**src/rtl/pic_pkg.sv**
```systemverilog
// Shared types and constants for the PIC cascade-bus controller.
// Holds the cascade FSM state encoding, the byte_sel codes placed on the
// data bus during INTA pulses, and the number of INTA pulses per bus mode.
package pic_pkg;

    typedef enum logic [1:0] {
        IDLE  = 2'd0,
        PULSE = 2'd1,
        GAP   = 2'd2
    } cascade_state_e;

    // Byte driven on the data bus during a vector pulse
    localparam logic [1:0] BYTE_CALL = 2'd0;
    localparam logic [1:0] BYTE_LO   = 2'd1;
    localparam logic [1:0] BYTE_HI   = 2'd2;

    // INTA pulses per acknowledge sequence
    localparam logic [1:0] PULSES_8080 = 2'd3;
    localparam logic [1:0] PULSES_8086 = 2'd2;

endpackage

```
**src/rtl/cascade_ctrl_if.sv**
```systemverilog
// Cascade/INTA bus bundle between the interrupt logic and the controller.
// Signals:
//   intr_valid, intr_id : pending, resolved IR from the priority resolver
//   inta_n              : INTA strobe (already synchronous to clk)
//   casc_in             : cascade lines as read back
//   casc_out, casc_oe   : cascade drive value and output enable
//   vec_en, byte_sel    : vector drive enable and which byte to drive
//   seq_done, seq_err   : completion / timeout-abort pulses
// Modports: master drives the request side, slave is the controller view.
interface cascade_ctrl_if #(
    parameter int CASC_W = 3,
    parameter int NUM_IR = 8
);
    localparam int IDW = (NUM_IR > 1) ? $clog2(NUM_IR) : 1;

    logic              intr_valid;
    logic [IDW-1:0]    intr_id;
    logic              inta_n;
    logic [CASC_W-1:0] casc_in;
    logic [CASC_W-1:0] casc_out;
    logic              casc_oe;
    logic              vec_en;
    logic [1:0]        byte_sel;
    logic              seq_done;
    logic              seq_err;

    modport master (
        output intr_valid, intr_id, inta_n, casc_in,
        input  casc_out, casc_oe, vec_en, byte_sel, seq_done, seq_err
    );

    modport slave (
        input  intr_valid, intr_id, inta_n, casc_in,
        output casc_out, casc_oe, vec_en, byte_sel, seq_done, seq_err
    );
endinterface

```
**src/rtl/inta_edge_det.sv**
```systemverilog
// INTA edge detector.
// Ports:
//   clk, rst_n : clock, asynchronous active-low reset
//   inta_n     : synchronous INTA strobe
//   fall, rise : single-cycle edge indications
// fall is only reported once a rise has been seen since reset, so an INTA
// strobe already low when reset releases never starts a sequence.
module inta_edge_det (
    input  logic clk,
    input  logic rst_n,
    input  logic inta_n,
    output logic fall,
    output logic rise
);
    logic inta_q;
    logic rise_seen;

    // inta_q resets low so a line held high at release reads as a rise,
    // arming the detector straight away.
    always_ff @(posedge clk or negedge rst_n) begin
        if (!rst_n) begin
            inta_q    <= 1'b0;
            rise_seen <= 1'b0;
        end else begin
            inta_q <= inta_n;
            if (rise) begin
                rise_seen <= 1'b1;
            end
        end
    end

    assign rise = ~inta_q & inta_n;
    assign fall = inta_q & ~inta_n & rise_seen;
endmodule

```
**src/rtl/cascade_ctrl.sv**
```systemverilog
// Cascade-bus controller for the PIC INTA sequence.
// Ports:
//   clk, rst_n : clock, asynchronous active-low reset
//   sngl       : single device, cascade unused
//   sp         : 1 = master, 0 = slave
//   mode_8086  : 2-pulse sequence when set, 3-pulse otherwise
//   slave_map  : master, bit i = slave present on IR i
//   slave_id   : slave, own cascade ID
//   bus        : cascade_ctrl_if.slave (INTA, cascade lines, vector control)
// The master either puts the acknowledged slave's ID on the cascade lines or
// supplies the vector itself; a slave claims the vector when the cascade ID
// matches its own. Configuration is latched on the first INTA fall.
module cascade_ctrl
    import pic_pkg::*;
#(
    parameter int CASC_W  = 3,
    parameter int NUM_IR  = 8,
    parameter int TIMEOUT = 64
) (
    input  logic              clk,
    input  logic              rst_n,
    input  logic              sngl,
    input  logic              sp,
    input  logic              mode_8086,
    input  logic [NUM_IR-1:0] slave_map,
    input  logic [CASC_W-1:0] slave_id,
    cascade_ctrl_if.slave     bus
);
    localparam int IDW     = (NUM_IR > 1) ? $clog2(NUM_IR) : 1;
    localparam int TCNT_W  = (TIMEOUT > 0) ? $clog2(TIMEOUT + 1) : 1;

    cascade_state_e    state;
    logic [1:0]        pcnt;
    logic [1:0]        last;
    logic [IDW-1:0]    id_l;
    logic [IDW-1:0]    next_id;
    logic              casc_mode;
    logic              is_master;
    logic              mode_l;
    logic              owns;
    logic              samp_pend;
    logic [TCNT_W-1:0] tcnt;
    logic              fall;
    logic              rise;
    logic              casc_oe_r;

    inta_edge_det u_edge (
        .clk    (clk),
        .rst_n  (rst_n),
        .inta_n (bus.inta_n),
        .fall   (fall),
        .rise   (rise)
    );

    // A spurious request (nothing pending) is acknowledged as the lowest IR.
    assign next_id = bus.intr_valid ? bus.intr_id : IDW'(NUM_IR - 1);
    assign last    = mode_l ? PULSES_8086 : PULSES_8080;

    assign bus.casc_oe  = casc_oe_r;
    assign bus.casc_out = casc_oe_r ? CASC_W'(id_l) : '0;

    // Sequencer. pcnt holds the current pulse number while in PULSE and the
    // number of the next expected pulse while in GAP. A cascade slave learns
    // whether it owns the vector one cycle after the first fall, once the
    // master's cascade drive has settled; its first pulse never carries a
    // vector, so the late decision is harmless.
    always_ff @(posedge clk or negedge rst_n) begin
        if (!rst_n) begin
            state        <= IDLE;
            pcnt         <= 2'd0;
            id_l         <= '0;
            casc_mode    <= 1'b0;
            is_master    <= 1'b0;
            mode_l       <= 1'b0;
            owns         <= 1'b0;
            samp_pend    <= 1'b0;
            tcnt         <= '0;
            casc_oe_r    <= 1'b0;
            bus.vec_en   <= 1'b0;
            bus.byte_sel <= BYTE_CALL;
            bus.seq_done <= 1'b0;
            bus.seq_err  <= 1'b0;
        end else begin
            bus.seq_done <= 1'b0;
            bus.seq_err  <= 1'b0;

            if (samp_pend) begin
                samp_pend <= 1'b0;
                if (casc_mode && !is_master) begin
                    owns <= (bus.casc_in == slave_id);
                end
            end

            case (state)
                IDLE: begin
                    if (fall) begin
                        state        <= PULSE;
                        pcnt         <= 2'd1;
                        id_l         <= next_id;
                        casc_mode    <= ~sngl;
                        is_master    <= sp;
                        mode_l       <= mode_8086;
                        samp_pend    <= 1'b1;
                        bus.byte_sel <= BYTE_CALL;
                        // In 3-pulse mode the master (or lone device) always
                        // drives the CALL opcode; 8086 pulse 1 is a freeze.
                        bus.vec_en   <= ~mode_8086 & (sp | sngl);
                        if (sngl) begin
                            owns      <= 1'b1;
                            casc_oe_r <= 1'b0;
                        end else if (sp) begin
                            owns      <= ~slave_map[next_id];
                            casc_oe_r <= slave_map[next_id];
                        end else begin
                            owns      <= 1'b0;
                            casc_oe_r <= 1'b0;
                        end
                    end
                end

                PULSE: begin
                    if (rise) begin
                        bus.vec_en   <= 1'b0;
                        bus.byte_sel <= BYTE_CALL;
                        if (pcnt == last) begin
                            state        <= IDLE;
                            casc_oe_r    <= 1'b0;
                            bus.seq_done <= 1'b1;
                        end else begin
                            state <= GAP;
                            pcnt  <= pcnt + 2'd1;
                            tcnt  <= '0;
                        end
                    end
                end

                GAP: begin
                    // A fall arriving on the expiry cycle still wins.
                    if (fall) begin
                        state        <= PULSE;
                        bus.vec_en   <= owns;
                        bus.byte_sel <= pcnt - 2'd1;
                    end else if ((TIMEOUT != 0) && (tcnt == TCNT_W'(TIMEOUT))) begin
                        state       <= IDLE;
                        casc_oe_r   <= 1'b0;
                        bus.seq_err <= 1'b1;
                    end else begin
                        tcnt <= tcnt + 1'b1;
                    end
                end

                default: begin
                    state <= IDLE;
                end
            endcase
        end
    end
endmodule
```
**src/flat_wrapper.sv**
```systemverilog
// flat-port wrapper written by rule: the top's interface ports become plain ports
module cascade_ctrl_flat import pic_pkg::*;
#(
    parameter int CASC_W  = 3,
    parameter int NUM_IR  = 8,
    parameter int TIMEOUT = 64
)
  (clk, rst_n, sngl, sp, mode_8086, slave_map, slave_id, bus_intr_valid, bus_intr_id, bus_inta_n, bus_casc_in, bus_casc_out, bus_casc_oe, bus_vec_en, bus_byte_sel, bus_seq_done, bus_seq_err);
  cascade_ctrl_if #(.CASC_W(CASC_W), .NUM_IR(NUM_IR)) bus_i ();
  input  logic clk;
  input  logic rst_n;
  input  logic sngl;
  input  logic sp;
  input  logic mode_8086;
  input  logic [NUM_IR-1:0] slave_map;
  input  logic [CASC_W-1:0] slave_id;
  input wire logic [$bits(bus_i.intr_valid)-1:0] bus_intr_valid;
  input wire logic [$bits(bus_i.intr_id)-1:0] bus_intr_id;
  input wire logic [$bits(bus_i.inta_n)-1:0] bus_inta_n;
  input wire logic [$bits(bus_i.casc_in)-1:0] bus_casc_in;
  output wire logic [$bits(bus_i.casc_out)-1:0] bus_casc_out;
  output wire logic [$bits(bus_i.casc_oe)-1:0] bus_casc_oe;
  output wire logic [$bits(bus_i.vec_en)-1:0] bus_vec_en;
  output wire logic [$bits(bus_i.byte_sel)-1:0] bus_byte_sel;
  output wire logic [$bits(bus_i.seq_done)-1:0] bus_seq_done;
  output wire logic [$bits(bus_i.seq_err)-1:0] bus_seq_err;
  assign bus_i.intr_valid = bus_intr_valid;
  assign bus_i.intr_id = bus_intr_id;
  assign bus_i.inta_n = bus_inta_n;
  assign bus_i.casc_in = bus_casc_in;
  assign bus_casc_out = bus_i.casc_out;
  assign bus_casc_oe = bus_i.casc_oe;
  assign bus_vec_en = bus_i.vec_en;
  assign bus_byte_sel = bus_i.byte_sel;
  assign bus_seq_done = bus_i.seq_done;
  assign bus_seq_err = bus_i.seq_err;
  cascade_ctrl #(.CASC_W(CASC_W), .NUM_IR(NUM_IR), .TIMEOUT(TIMEOUT)) u_core (.clk(clk), .rst_n(rst_n), .sngl(sngl), .sp(sp), .mode_8086(mode_8086), .slave_map(slave_map), .slave_id(slave_id), .bus(bus_i));
endmodule
```
**config.mk**
```make
export PLATFORM = sky130hd
export DESIGN_NAME = cascade_ctrl_flat
export DESIGN_NICKNAME = d
export VERILOG_FILES = /design/src/rtl/pic_pkg.sv /design/src/rtl/cascade_ctrl_if.sv /design/src/rtl/inta_edge_det.sv /design/src/rtl/cascade_ctrl.sv /design/src/flat_wrapper.sv
export SDC_FILE = /design/constraint.sdc
export NUM_CORES = 1
export LEC_CHECK = 0
export ABC_AREA = 1
export ABC_CLOCK_PERIOD_IN_PS = 2020
export BUFFER_PORTS_ARGS = -buffer_cell sky130_fd_sc_hd__buf_2
export CORE_UTILIZATION = 53
export DETAILED_ROUTE_END_ITERATION = 8
export HOLD_SLACK_MARGIN = 0.12
export PLACE_DENSITY = 0.82
export SKIP_LAST_GASP = 1
export SYNTH_ARGS = -nofsm -noshare
export SYNTH_HDL_FRONTEND = slang
export SYNTH_SLANG_ARGS = --single-unit
```
**constraint.sdc**
```tcl
create_clock -name clk -period 2.02 [get_ports clk]
set_input_delay 0.505 -clock clk [delete_from_list [all_inputs] [get_ports clk]]
set_output_delay 0.505 -clock clk [all_outputs]
set_load 0.03 [all_outputs]
```
==> results by stage <==
Run status:
- The run finished with clean final reports.

Power and ir drop:
- The peak ir drop on the vdd network is 0.8834 mV.
- The total power per unit cell area is around 1100 nW/um^2.
- In this run the static leakage power is slightly above 1 nW.

Clock tree:
- The post-cts sizing count is 0.
- In this run the number of H-tree levels came out at 1.
- The clock input transition at the sequential cells of the worst setup and hold paths is around 0.13 ns.
- In this run the post-CTS setup repair buffer count came out at 0.
- In this run the deepest clock path goes through 2 buffers.
- Buffers inserted to repair hold after CTS numbered 0.
- The TritonCTS sink count is 27.
- The tree is rooted in a sky130_fd_sc_hd__clkbuf_4.
- The TritonCTS clock tree is built.
- The CTS buffer count is 3.
- The clock reaches the later pin of the worst-skew pair after about 0.33 ns.

Synth:
- The total of warnings raised by yosys is 0.
- The net count of the mapped netlist is roughly 230.
- Of the total synthesized cell area, the portion taken by XOR and XNOR cells is 0.03977.
- In this run the cell area of the synthesized design comes to roughly 1500 um^2.
- After synthesis, the share of cell area in mux cells is 0.
- Of the total synthesized cell area, the portion taken by full adders, half adders and majority gates is 0.04870.
- Counting distinct cell types in the post-synthesis netlist gives 25.
- Of the total synthesized cell area, the portion taken by AND, OR, NAND and NOR gates is 0.3093.
- The sequential area share after synthesis is 0.4383.
- The average instance in the mapped netlist occupies between 7 and 8 um^2.
- The compound-cell area share of the yosys netlist is 0.08360.
- Synthesis handed over a netlist of 202 instances.
- The number of register bits inferred by synthesis is 27.
- The combinational family with the most area after synthesis is simple AND/OR/NAND/NOR gates.

Drt:
- The routed layout has 1350 vias.
- Once detail routing completed, the nets flagged for antenna violations numbered 0.
- The average detailed-routed wire length per instance is about 11 um.
- After detailed routing, the total wire length is 2.970 mm.
- The total DRC errors in the routed layout is 0.
- The first-iteration detailed-routing DRC count is 49.
- The first detailed-routing pass ran for 4 iterations.
- Dividing the detail-routed via count by the number of cells gives a little over 5.

Critical path:
- On the critical path, the stage with the largest delay is an instance of sky130_fd_sc_hd__dfrtp_1.
- The worst setup path is captured at a flop.
- The launching point of the worst reg2reg path is u_core.state[0].
- The worst-case reg-to-reg path depth is 9.
- The critical path is of the flop to flop type.
- In this run the register-to-register setup slack is between 0.3 and 0.4 ns.
- Along the worst path, the maximum fanout reaches 10.
- The worst register-to-register path ends at u_core.tcnt[3].
- The required time at the worst-slack endpoint is 2.26 ns.
- At the worst endpoint, the arrival time is ~1.9 ns.
- Walking the worst path, the cells encountered are inv_1 > ha_1 > inv_1 > o21ai_1 > nor2_4 > nand2_4 > inv_2 > nand2_1 > nand2_1.
- STA classifies the critical path startpoint as a flop.
- The largest stage delay on the critical path is roughly 0.44 ns.

GRT:
- Entering global routing, the biggest net connects 28 pins.
- The number of antenna violations at the first check in global routing is 0.
- After global routing the overflow that remains totals 0.
- The number of global-route vias before repair is roughly 1200.
- The total global routing track utilization is 0.2107.
- The wire length of the first global-routing pass is 5.119 mm.

Run:
- The max-capacitance violation count is 0.

Worst hold path:
- The classification of the worst-slack hold path is input port to asynchronous set/reset pin.

Timing:
- The number of max-slew violations in the final report is 0.
- Setup violations remaining at the end of the flow were counted as 0.
- For the final database, setup skew stands at roughly 0.0026 ns.
- The timing-limited maximum frequency is about 0.61 GHz.
- The worst pin sits at a relative slew slack of 0.6197.
- The measured slew at the worst slew-check pin is 0.5704 ns.
- Setup repair after global routing left no endpoint under its margin.
- The final worst hold slack is 0.1449 ns.
- Dividing the final minimum period by the clock period gives 0.8084.
- The final total negative setup slack is 0 ns.
- The hold violation total from the final report was 0.
- The minimum period implied by the final worst setup slack is about 1.6 ns.

Floorplan:
- In this run the core area contains 19 standard-cell rows.
- In this run the horizontal extent of the chip is ~56 um.
- From bottom edge to top edge, the die measures approximately 56 um.
- The starting density of the core is 0.5590.
- The die footprint is approximately 3100 um^2.
- The core footprint is roughly 2800 um^2.
- The I/O pin count is 33.

Layout:
- The growth of design area from synthesis to finish is 14.12%.
- The net count reported at finish is 268.
- The filler cell count in the final layout is 263.
- The antenna cell count is 0.
- In the final layout, the share of cells above drive strength 1 is 0.1857.

Placement:
- The sum of net half-perimeters after detailed placement is roughly 2.3 mm.
- The weighted congestion reported at the end of routability-driven placement is 0.9058.
- Buffers placed on the I/O ports in this run total 32.
-- cells in the mapped netlist --
library cell / n / area share
sky130_fd_sc_hd__dfrtp_1: 27 / 0.44
sky130_fd_sc_hd__ha_1: 6 / 0.049
sky130_fd_sc_hd__nand3_1: 16 / 0.052
sky130_fd_sc_hd__o21ai_2: 1 / 0.0057
sky130_fd_sc_hd__o21bai_1: 1 / 0.0049
sky130_fd_sc_hd__inv_2: 1 / 0.0024
sky130_fd_sc_hd__buf_4: 1 / 0.0049
sky130_fd_sc_hd__a31oi_1: 2 / 0.0081
sky130_fd_sc_hd__o211ai_1: 1 / 0.0049
sky130_fd_sc_hd__nand4_1: 3 / 0.012
sky130_fd_sc_hd__nor2_1: 19 / 0.046
sky130_fd_sc_hd__inv_1: 30 / 0.073
sky130_fd_sc_hd__a21oi_1: 2 / 0.0065
sky130_fd_sc_hd__nand3b_1: 1 / 0.0049
sky130_fd_sc_hd__xor2_1: 5 / 0.028
sky130_fd_sc_hd__nand2_4: 1 / 0.0073
sky130_fd_sc_hd__nor3_1: 2 / 0.0065
sky130_fd_sc_hd__o21ai_0: 10 / 0.032
sky130_fd_sc_hd__o21ai_1: 5 / 0.016
sky130_fd_sc_hd__nand2_2: 2 / 0.0081
sky130_fd_sc_hd__xnor2_1: 2 / 0.011
sky130_fd_sc_hd__nand3_2: 1 / 0.0065
sky130_fd_sc_hd__nor2_4: 3 / 0.022
sky130_fd_sc_hd__nand2_1: 59 / 0.14
sky130_fd_sc_hd__a21o_1: 1 / 0.0049
-- through the flow --
step / worst slack (ns) / utilization / total power [mW] / area (um^2) / cells
after CTS: 0.3937 / 0.6379 / 1.960 / 1759 / 268
after floorplan: 0.6080 / - / 1.495 / 1541 / 202
after global routing: 0.1834 / 0.6379 / 2.119 / 1759 / 268
after detailed placement: 0.4036 / 0.6284 / 1.730 / 1733 / 264
final: 0.3870 / 0.6379 / 1.953 / 1759 / 268
after global placement: 0.4690 / 0.6284 / 1.699 / 1733 / 264
-- cell usage in the layout (no fill, tap or decap), drive strengths merged --
cell    instances
nand3          17
o211ai          1
nand4           3
a21oi           2
nor2           22
a31oi           2
ha              6
xnor2           2
buf            32
a21o            1
nor3            2
dfrtp          27
inv            31
xor2            5
o21ai          16
nand3b          1
o21bai          1
nand2          62
clkbuf          4
-- cells by family (layout without fill, tap and decap cells) --
kind of cell,Yosys count,count (layout)
XOR/XNOR,7,7
adder cells (fa/ha/maj),6,6
buffers and inverters,32,67
AO/OA/AOI/OAI,23,23
AND/OR/NAND/NOR,107,107
flip-flops,27,27
-- report_power, final --
group / internal (mW) / switching (mW)
registers: 0.687 / 0.119
clock network: 0.0777 / 0.154
logic: 0.305 / 0.610
-- worst max path at each step --
stage                                 to       startpoint  depth (start not counted)
after floorplan           u_core.tcnt[4]  u_core.state[0]                          9
after global placement    u_core.tcnt[3]  u_core.state[0]                          9
after detailed placement  u_core.tcnt[3]  u_core.state[0]                          9
after CTS                 u_core.tcnt[3]  u_core.state[0]                          9
after global routing      u_core.tcnt[3]  u_core.state[0]                          9
final                     u_core.tcnt[3]  u_core.state[0]                          9
-- critical path, delay by kind of cell, from the launching register on --
family | cells | cell delay, ns
adder cells (fa/ha/maj) | 1 | 0.34
AO/OA/AOI/OAI | 1 | 0.24
AND/OR/NAND/NOR | 4 | 0.28
flip-flops | 1 | 0.44
buffers and inverters | 3 | 0.25
-- cell type report --
type,instances,area (um^2),area share
Tap cell,31,38.79,0.02205
Timing Repair Buffer,32,160.2,0.09104
Inverter,31,116.4,0.06615
Multi-Input combinational cell,143,742.0,0.4218
Clock buffer,4,26.28,0.01494
Sequential cell,27,675.6,0.3841
-- state kept, by name, summed over array words and instances, names as in the netlist, 2 cells and up --
name and flops:
u_core.tcnt 7, u_core.state 2, u_core.pcnt 2, u_core.id_l 3, u_core.bus.byte_sel 2
-- routing by layer --
metal	global-route usage	up-vias	part of all wire
li1	-	707	-
met1	0.2660	602	0.45
met2	0.3614	36	0.48
met3	0.01395	5	0.039
met4	0.1150	0	0.024
met5	0	-	0
Note: power is estimated with default switching activity, not from simulation.
